## src/rtl/replay_uart_tx.sv

```systemverilog
// replay_uart_tx
//   Drains bytes from the 512x8 replay FIFO and serializes each one onto a
//   UART TX line as an 8N1 frame, LSB first. A replay request rewinds the
//   FIFO read pointer. The rewind is issued only between frames, so a frame
//   already in flight always completes.
//
// Ports
//   clk          system clock, all state changes on posedge
//   reset        asynchronous, active-low reset
//   enable       level, 1 permits starting new frames
//   replay_req   one-cycle pulse, request a FIFO rewind
//   fifo_rdata   FIFO read data, valid the cycle after fifo_read
//   fifo_emptyB  FIFO not-empty flag (1 = data available)
//   fifo_read    one-cycle FIFO read strobe
//   fifo_replay  one-cycle FIFO replay (rewind) strobe
//   txd          UART serial output, idle high
//   busy         high from FETCH through the end of STOP
//   byte_done    one-cycle pulse in the last cycle of each stop bit
module replay_uart_tx #(
    parameter int CLKS_PER_BIT = 104
) (
    input  logic       clk,
    input  logic       reset,
    input  logic       enable,
    input  logic       replay_req,
    input  logic [7:0] fifo_rdata,
    input  logic       fifo_emptyB,
    output logic       fifo_read,
    output logic       fifo_replay,
    output logic       txd,
    output logic       busy,
    output logic       byte_done
);

    localparam int BAUD_W = (CLKS_PER_BIT < 2) ? 1 : $clog2(CLKS_PER_BIT);
    localparam logic [BAUD_W-1:0] BAUD_LAST = BAUD_W'(CLKS_PER_BIT - 1);
    localparam logic [BAUD_W-1:0] BAUD_ZERO = BAUD_W'(0);
    localparam logic [BAUD_W-1:0] BAUD_ONE  = BAUD_W'(1);

    typedef enum logic [2:0] {
        ST_IDLE  = 3'd0,
        ST_FETCH = 3'd1,
        ST_LOAD  = 3'd2,
        ST_START = 3'd3,
        ST_DATA  = 3'd4,
        ST_STOP  = 3'd5
    } state_t;

    state_t              state_r, state_s;
    logic [BAUD_W-1:0]   baud_r, baud_s;
    logic [2:0]          bit_r, bit_s;
    logic [7:0]          shift_r, shift_s;
    logic                replay_pend_r, replay_pend_s;
    logic                pend_s;
    logic                issue_replay_s;
    logic                baud_last_s;

    logic                txd_r, txd_s;
    logic                busy_r, busy_s;
    logic                fifo_read_r, fifo_read_s;
    logic                fifo_replay_r, fifo_replay_s;
    logic                byte_done_r, byte_done_s;

    assign txd         = txd_r;
    assign busy        = busy_r;
    assign fifo_read   = fifo_read_r;
    assign fifo_replay = fifo_replay_r;
    assign byte_done   = byte_done_r;

    // Next-state, counter and registered-output decode
    always_comb begin
        state_s        = state_r;
        baud_s         = baud_r;
        bit_s          = bit_r;
        shift_s        = shift_r;
        // A request arriving this cycle counts as pending, so it is never lost
        // and repeated requests before service collapse into one.
        pend_s         = replay_pend_r | replay_req;
        replay_pend_s  = pend_s;
        issue_replay_s = 1'b0;
        baud_last_s    = (baud_r == BAUD_LAST);

        case (state_r)
            ST_IDLE: begin
                baud_s = BAUD_ZERO;
                bit_s  = 3'd0;
                if (pend_s) begin
                    issue_replay_s = 1'b1;
                    replay_pend_s  = 1'b0;
                end else if (fifo_replay_r) begin
                    // emptyB is stale while the rewind is being applied
                    state_s = ST_IDLE;
                end else if (enable && fifo_emptyB) begin
                    state_s = ST_FETCH;
                end else begin
                    state_s = ST_IDLE;
                end
            end
            ST_FETCH: begin
                state_s = ST_LOAD;
            end
            ST_LOAD: begin
                shift_s = fifo_rdata;
                baud_s  = BAUD_ZERO;
                bit_s   = 3'd0;
                state_s = ST_START;
            end
            ST_START: begin
                if (baud_last_s) begin
                    baud_s  = BAUD_ZERO;
                    state_s = ST_DATA;
                end else begin
                    baud_s = baud_r + BAUD_ONE;
                end
            end
            ST_DATA: begin
                if (baud_last_s) begin
                    baud_s  = BAUD_ZERO;
                    shift_s = {1'b0, shift_r[7:1]};
                    if (bit_r == 3'd7) begin
                        bit_s   = 3'd0;
                        state_s = ST_STOP;
                    end else begin
                        bit_s = bit_r + 3'd1;
                    end
                end else begin
                    baud_s = baud_r + BAUD_ONE;
                end
            end
            ST_STOP: begin
                if (baud_last_s) begin
                    baud_s = BAUD_ZERO;
                    if (pend_s) begin
                        state_s = ST_IDLE;
                    end else if (enable && fifo_emptyB) begin
                        state_s = ST_FETCH;
                    end else begin
                        state_s = ST_IDLE;
                    end
                end else begin
                    baud_s = baud_r + BAUD_ONE;
                end
            end
            default: begin
                state_s = ST_IDLE;
                baud_s  = BAUD_ZERO;
                bit_s   = 3'd0;
            end
        endcase

        // Outputs are decoded from the next state so the registered copies
        // line up exactly with the state they describe.
        fifo_read_s   = (state_s == ST_FETCH);
        fifo_replay_s = issue_replay_s;
        busy_s        = (state_s != ST_IDLE);
        byte_done_s   = (state_s == ST_STOP) && (baud_s == BAUD_LAST);
        case (state_s)
            ST_START: txd_s = 1'b0;
            ST_DATA:  txd_s = shift_s[0];
            default:  txd_s = 1'b1;
        endcase
    end

    // FSM state, counters, shift register and replay-pending flag
    always_ff @(posedge clk or negedge reset) begin
        if (!reset) begin
            state_r       <= ST_IDLE;
            baud_r        <= BAUD_ZERO;
            bit_r         <= 3'd0;
            shift_r       <= 8'd0;
            replay_pend_r <= 1'b0;
        end else begin
            state_r       <= state_s;
            baud_r        <= baud_s;
            bit_r         <= bit_s;
            shift_r       <= shift_s;
            replay_pend_r <= replay_pend_s;
        end
    end

    // Registered outputs; reset forces the line idle immediately
    always_ff @(posedge clk or negedge reset) begin
        if (!reset) begin
            txd_r         <= 1'b1;
            busy_r        <= 1'b0;
            fifo_read_r   <= 1'b0;
            fifo_replay_r <= 1'b0;
            byte_done_r   <= 1'b0;
        end else begin
            txd_r         <= txd_s;
            busy_r        <= busy_s;
            fifo_read_r   <= fifo_read_s;
            fifo_replay_r <= fifo_replay_s;
            byte_done_r   <= byte_done_s;
        end
    end

endmodule
```

## config.mk

```make
export PLATFORM = sky130hd
export DESIGN_NAME = replay_uart_tx
export DESIGN_NICKNAME = d
export VERILOG_FILES = /design/src/rtl/replay_uart_tx.sv
export SDC_FILE = /design/constraint.sdc
export NUM_CORES = 1
export LEC_CHECK = 0
export ABC_AREA = 1
export CAP_MARGIN = 20
export CORE_MARGIN = 2
export CORE_UTILIZATION = 40
export DETAILED_ROUTE_END_ITERATION = 8
export GPL_TIMING_DRIVEN = 1
export HOLD_SLACK_MARGIN = 0.06
export PLACE_DENSITY = 0.57
export RECOVER_POWER = 100
export SYNTH_ARGS = -nofsm -noshare
export SYNTH_HDL_FRONTEND = slang
export SYNTH_SLANG_ARGS = --single-unit
```

## constraint.sdc

```tcl
create_clock -name clk -period 2.05 [get_ports clk]
set_input_delay 0.3075 -clock clk [delete_from_list [all_inputs] [get_ports clk]]
set_output_delay 0.3075 -clock clk [all_outputs]
set_load 0.01 [all_outputs]
```

=== Yosys cells after proc, flatten, opt, wreduce, memory -nomap -nowiden ===
Cells that the tools add are included.

* Register bits: 27
* Input port bits: 13
* Output and inout port bits: 5
* Logic and storage cells: 57

* $add $sub $neg: 2
* Equality and inequality tests: 13
* Multiplexer cells: 20
* Bitwise gates (word level): 2
* Reduce and logical (&&, ||, !) cells: 9

{| class="wikitable"
|+ Operators with widths
! kind !! count
|-
| 3-bit two-way mux || 7
|-
| 3-bit case mux with 6 select lines || 1
|-
| 8-bit case mux with 2 select lines || 1
|-
| 3-bit == test (second input constant) || 5
|-
| 7-bit == test (second input constant) || 2
|-
| 7-bit case mux with 2 select lines || 1
|-
| 3-bit by 2-bit == test with 1-bit output (second input constant) || 3
|-
| 8-bit two-way mux || 1
|-
| 7-bit by 1-bit adder with 7-bit output (second input constant) || 1
|-
| 7-bit two-way mux || 1
|-
| 3-bit by 1-bit == test with 1-bit output (second input constant) || 2
|-
| 1-bit two-way mux || 6
|-
| 3-bit case mux with 2 select lines || 1
|-
| 3-bit OR reduction || 2
|-
| 2-bit AND reduction || 2
|-
| 3-bit by 1-bit adder with 3-bit output (second input constant) || 1
|-
| 3-bit logical NOT || 1
|-
| 3-bit nonzero test || 1
|-
| 1-bit logical AND || 2
|-
| 2-bit != test (second input constant) || 1
|-
| 1-bit case mux with 2 select lines || 1
|-
| 2-bit nonzero test || 1
|-
| 1-bit inverter || 1
|-
| 1-bit OR || 1
|}

=== Longest topological paths before layout ===
* Depth in word-level cells: 7
* Gate-level depth with buffers: 11
* Mapped depth without buffers: 10

=== Least setup slack after synthesis ===
Ideal clock, no wire load.

* Path kind: register -> register
* Start point: register baud_r[0]
* End point: register txd_r (netlist: txd)
* Setup time: 61 ps
* Data arrival time: 1470 ps
* Data required time: 1989 ps
* Slack: 520 ps
* Stages on the path, launching flop included: 9
* Path buffers: 0
* Period minus slack after synthesis: 1530 ps
* Path through: dfrtp_1 ha_1 nand2_1 nor2_1 nand2_1 a21oi_1 nand3_2 o21bai_1 nand2_1

* Longest elaborated chain between the ends: 5
* Elaborated cells on any way between the ends: 10
* Classes of those cells: 3 x eq/ne; 7 x mux

{| class="wikitable"
|+ Ends and longest elaborated chain
! what !! RTL line !! RTL
|-
| start, declared || 50 || <nowiki>logic [BAUD_W-1:0] baud_r, baud_s;</nowiki>
|-
| start signal, assigned || 174 || <nowiki>baud_r <= baud_s;</nowiki>
|-
| 7-bit == test (*) || 81 || <nowiki>baud_last_s = (baud_r == BAUD_LAST);</nowiki>
|-
| 3-bit two-way mux (on tied branches) || 131, 109, 117 ||
|-
| 3-bit case mux with 6 select lines (*) || 83 || <nowiki>case (state_r)</nowiki>
|-
| named net state_s[0] || 49 || <nowiki>state_t state_r, state_s;</nowiki>
|-
| 3-bit == test / 3-bit by 2-bit == test with 1-bit output (equally long branches) || 157 || <nowiki>case (state_s)</nowiki>
|-
| 1-bit case mux with 2 select lines (*) || 157 ||
|-
| named net txd_s || 58 || <nowiki>logic txd_r, txd_s;</nowiki>
|-
| end signal, assigned || 190 || <nowiki>txd_r <= txd_s;</nowiki>
|-
| end, declared || 58 ||
|}

The timed path passes the listed nets; every way through them passes the cells marked *. The select of a mux whose other input is x is not followed.
A chain may end at the register's enable or synchronous reset.

=== Worst setup path in the final report ===
* Start point: register baud_r[0]
* End point: register shift_r[6]

* Longest elaborated chain between the ends: 3

{| class="wikitable"
|+ Ends and longest elaborated chain
! what !! RTL line !! RTL
|-
| 7-bit == test || 81 ||
|-
| 2-bit != test (no source line) || - ||
|-
| 2-bit AND reduction (no source line) || - ||
|-
| end signal, assigned || 176 || <nowiki>shift_r <= shift_s;</nowiki>
|-
| end, declared || 52 || <nowiki>logic [7:0] shift_r, shift_s;</nowiki>
|}

No other way between the ends.

==> impl_metrics.toml <==
[global_routing]
grt_pass1_wl_um = 5180
antenna_found_initial = 0
grt_max_degree = 28
grt_use_total_pct = 16.1
grt_pass1_vias = 1190
overflow = 0

[clock_tree]
path_clk_slew_ns = 0.14
cts_max_path_buffers = 2
clkLatencyLatePin_ns = 0.32
cts_resized = 0
cts_buffers = 3
tritoncts = "done"
postCtsSetupBuffers = 0
cts_hold_buf = 0
clock-sinks = 27
htreeDepth = 1
cts.root.buffer_cell = "clkbuf_4"

[timing]
finalMaxSlewViolations = 0
fmax_mhz = 545
tns_ns = 0
rsz0062_at_grt = "false"
period_needed_ns = 1.84
fin_ws_ns = 0.215
slew-limit-headroom_pct = 3.71
setup_violations = 0
fin_crit_sh_pct = 89.5
fin_skew_ns = 0.00614
worst_slew_pin_slew_ns = 1.44
finalHoldViolCount = 0
whs_ns = 0.533

[power_and_ir_drop]
p_leak_nw = 0.800
p_per_area_nw_per_um2 = 493
ir_drop_mv = 0.282

[synth]
syn_inst = 176
yosys.area.top_type_share_pct = 46.2
yosysUniqueCellTypes = 24
synth_area_leaders = "dfrtp_1 46%, nand2_1 14%, nand3_1 6.0%"
synth_area_sq_um = 1410
postSynthAreaPerCell_sq_um = 8.00
synth-warning-count = 0
yosysTopAreaCell = "dfrtp_1"
synth.net_count = 192
yosysSeqAreaShare_pct = 48.0
ys_seq_elements = 27

[die]
ios = 18
dieArea_sq_um = 4010
core.rowCount = 21
core_region_area_sq_um = 3360
start_util_pct = 41.9
die_h_um = 63.3
die-width_um = 63.3

[worst_setup_path]
critical_path_class = "reg2reg"
worst_ep_arrival_time_ns = 2.03
rrSetupSlack_ns = 0.21
required_ns = 2.25
rr_worst_depth = 6
worstPathMaxFanout = 9
cp-start-kind = "flop"
r2r_end = "shift_r[6]$_DFFE_PN0P_"
r2r-start = "baud_r[0]$_DFF_PN0_"
endpoint_kind = "flop"
crit_path_end = "shift_r[6]$_DFFE_PN0P_"
critPathLaunch = "baud_r[0]$_DFF_PN0_"

[finish]
diodes = 0
multi_input_area_sq_um = 621
layout-drive-gt1-share_pct = 7.61
final_area_sq_um = 1640
syn2layout_area_growth_pct = 16.6
num-nets-final = 214
fill_cells = 364
regArea_sq_um = 677

[place]
gp_congestion = 0.822
dp_worst_setup_slack_ns = 0.279
io_buffers = 17
placed_area_sq_um = 1640
hpwlAfterDp_um = 2230

[hold_path]
hp-class = "reg2reg"

[outcome]
status = "complete, no violations"

[drt]
routed_via_density = 4.95
drt-wirelength-per-cell_um = 11.6
postRouteAntennaNets = 0
finalWirelength_um = 2810
first_pass_iters = 4
first_iter_violations = 96
vias = 1202
drc = 0

[flow_run]
drv_cap = 0
[worst max-delay path: stages, from the launching register on]
cell and delay (ns):
dfrtp_1 0.44, ha_1 0.29, nand3_1 0.11, nor2_1 0.22
nand2_1 0.25, nand2_1 0.25, o221ai_1 0.14
[synthesized netlist by cell type]
cell,count
nand2_1,52
dfrtp_1,26
nor2_1,22
inv_1,20
nand3_1,17
o21ai_0,6
o221ai_1,5
a21oi_1,3
ha_1,3
inv_2,3
nand2_2,3
nand3_2,2
nand4_1,2
o21bai_1,2
a211oi_4,1
buf_4,1
dfstp_2,1
nor2_2,1
nor2_4,1
nor3_4,1
nor4_1,1
o211ai_1,1
or2_2,1
xor2_1,1
[per-layer routing]
layer / wire [um] / track usage, % / up-vias
met4: 52 / 6.79 / 0
met1: 1290 / 20.2 / 575
li1: - / - / 609
met2: 1420 / 27.8 / 12
met3: 51 / 2.14 / 6
met5: 0 / 0 / -
[cell type report]
cell class / count / share of cell area, %
clock buffer: 3 / 1.37
clock inverter: 1 / 0.305
inverter: 23 / 5.26
multi-input combinational: 125 / 37.8
sequential: 27 / 41.2
tap: 46 / 3.50
timing repair buffer: 18 / 10.6
[sequential cells by signal, summed over array words and instances (netlist names)]
register       cells
state_r            3
txd                1
fifo_read          1
replay_pend_r      1
byte_done          1
shift_r            8
busy               1
fifo_replay        1
bit_r              3
baud_r             7
[cell usage in the layout, fill, tap and decap left out, types with 3 or more instances in the layout]
cell type        Yosys  layout
a21oi_1              3       3
clkbuf_4             0       3
clkdlybuf4s50_1      0      11
dfrtp_1             26      26
dlygate4sd3_1        0       6
ha_1                 3       3
inv_1               20      20
inv_2                3       3
nand2_1             52      53
nand3_1             17      18
nor2_1              22      23
o21ai_0              6       6
o221ai_1             5       5
[stage by stage]
| step | power, mW | std cells | utilization, % |
|---|---|---|---|
| after global placement | 0.598 | 239 | 48.7 |
| final | 0.811 | 243 | 48.8 |
| after global routing | 0.855 | 243 | 48.8 |
| after floorplan | 0.562 | 176 | - |
| after detailed placement | 0.599 | 239 | 48.7 |
| after CTS | 0.824 | 243 | 49.5 |
[worst min-delay path by stage]
stage                                     from                     end  slack (ns)  depth (start not counted)
final                     shift_r[0]$_DFF_PN0_    shift_r[0]$_DFF_PN0_        0.53                          2
after floorplan                          reset     baud_r[0]$_DFF_PN0_        0.01                          0
after detailed placement  shift_r[0]$_DFF_PN0_    shift_r[0]$_DFF_PN0_        0.51                          2
after global routing             fifo_rdata[7]  shift_r[7]$_DFFE_PN0P_        0.53                          3
after global placement    shift_r[0]$_DFF_PN0_    shift_r[0]$_DFF_PN0_        0.51                          2
after CTS                                reset   fifo_replay$_DFF_PN0_        0.34                          2
[power breakdown]
group	total [mW]	switching (mW)	internal [mW]
clock	0.224	0.151	0.0730
sequential	0.543	0.00239	0.541
combinational	0.0435	0.0187	0.0248
[kinds of logic (layout without fill, tap and decap cells)]
logic type	count (synthesis)	after routing	share of synthesized area, %
compound gates	18	18	9.32
xor+xnor	1	1	0.622
fa+ha+maj	3	3	2.66
buf+inv	24	45	6.66
flops	27	27	48.0
simple gates	103	103	32.7
No activity file was read; power rests on OpenSTA's default activity.
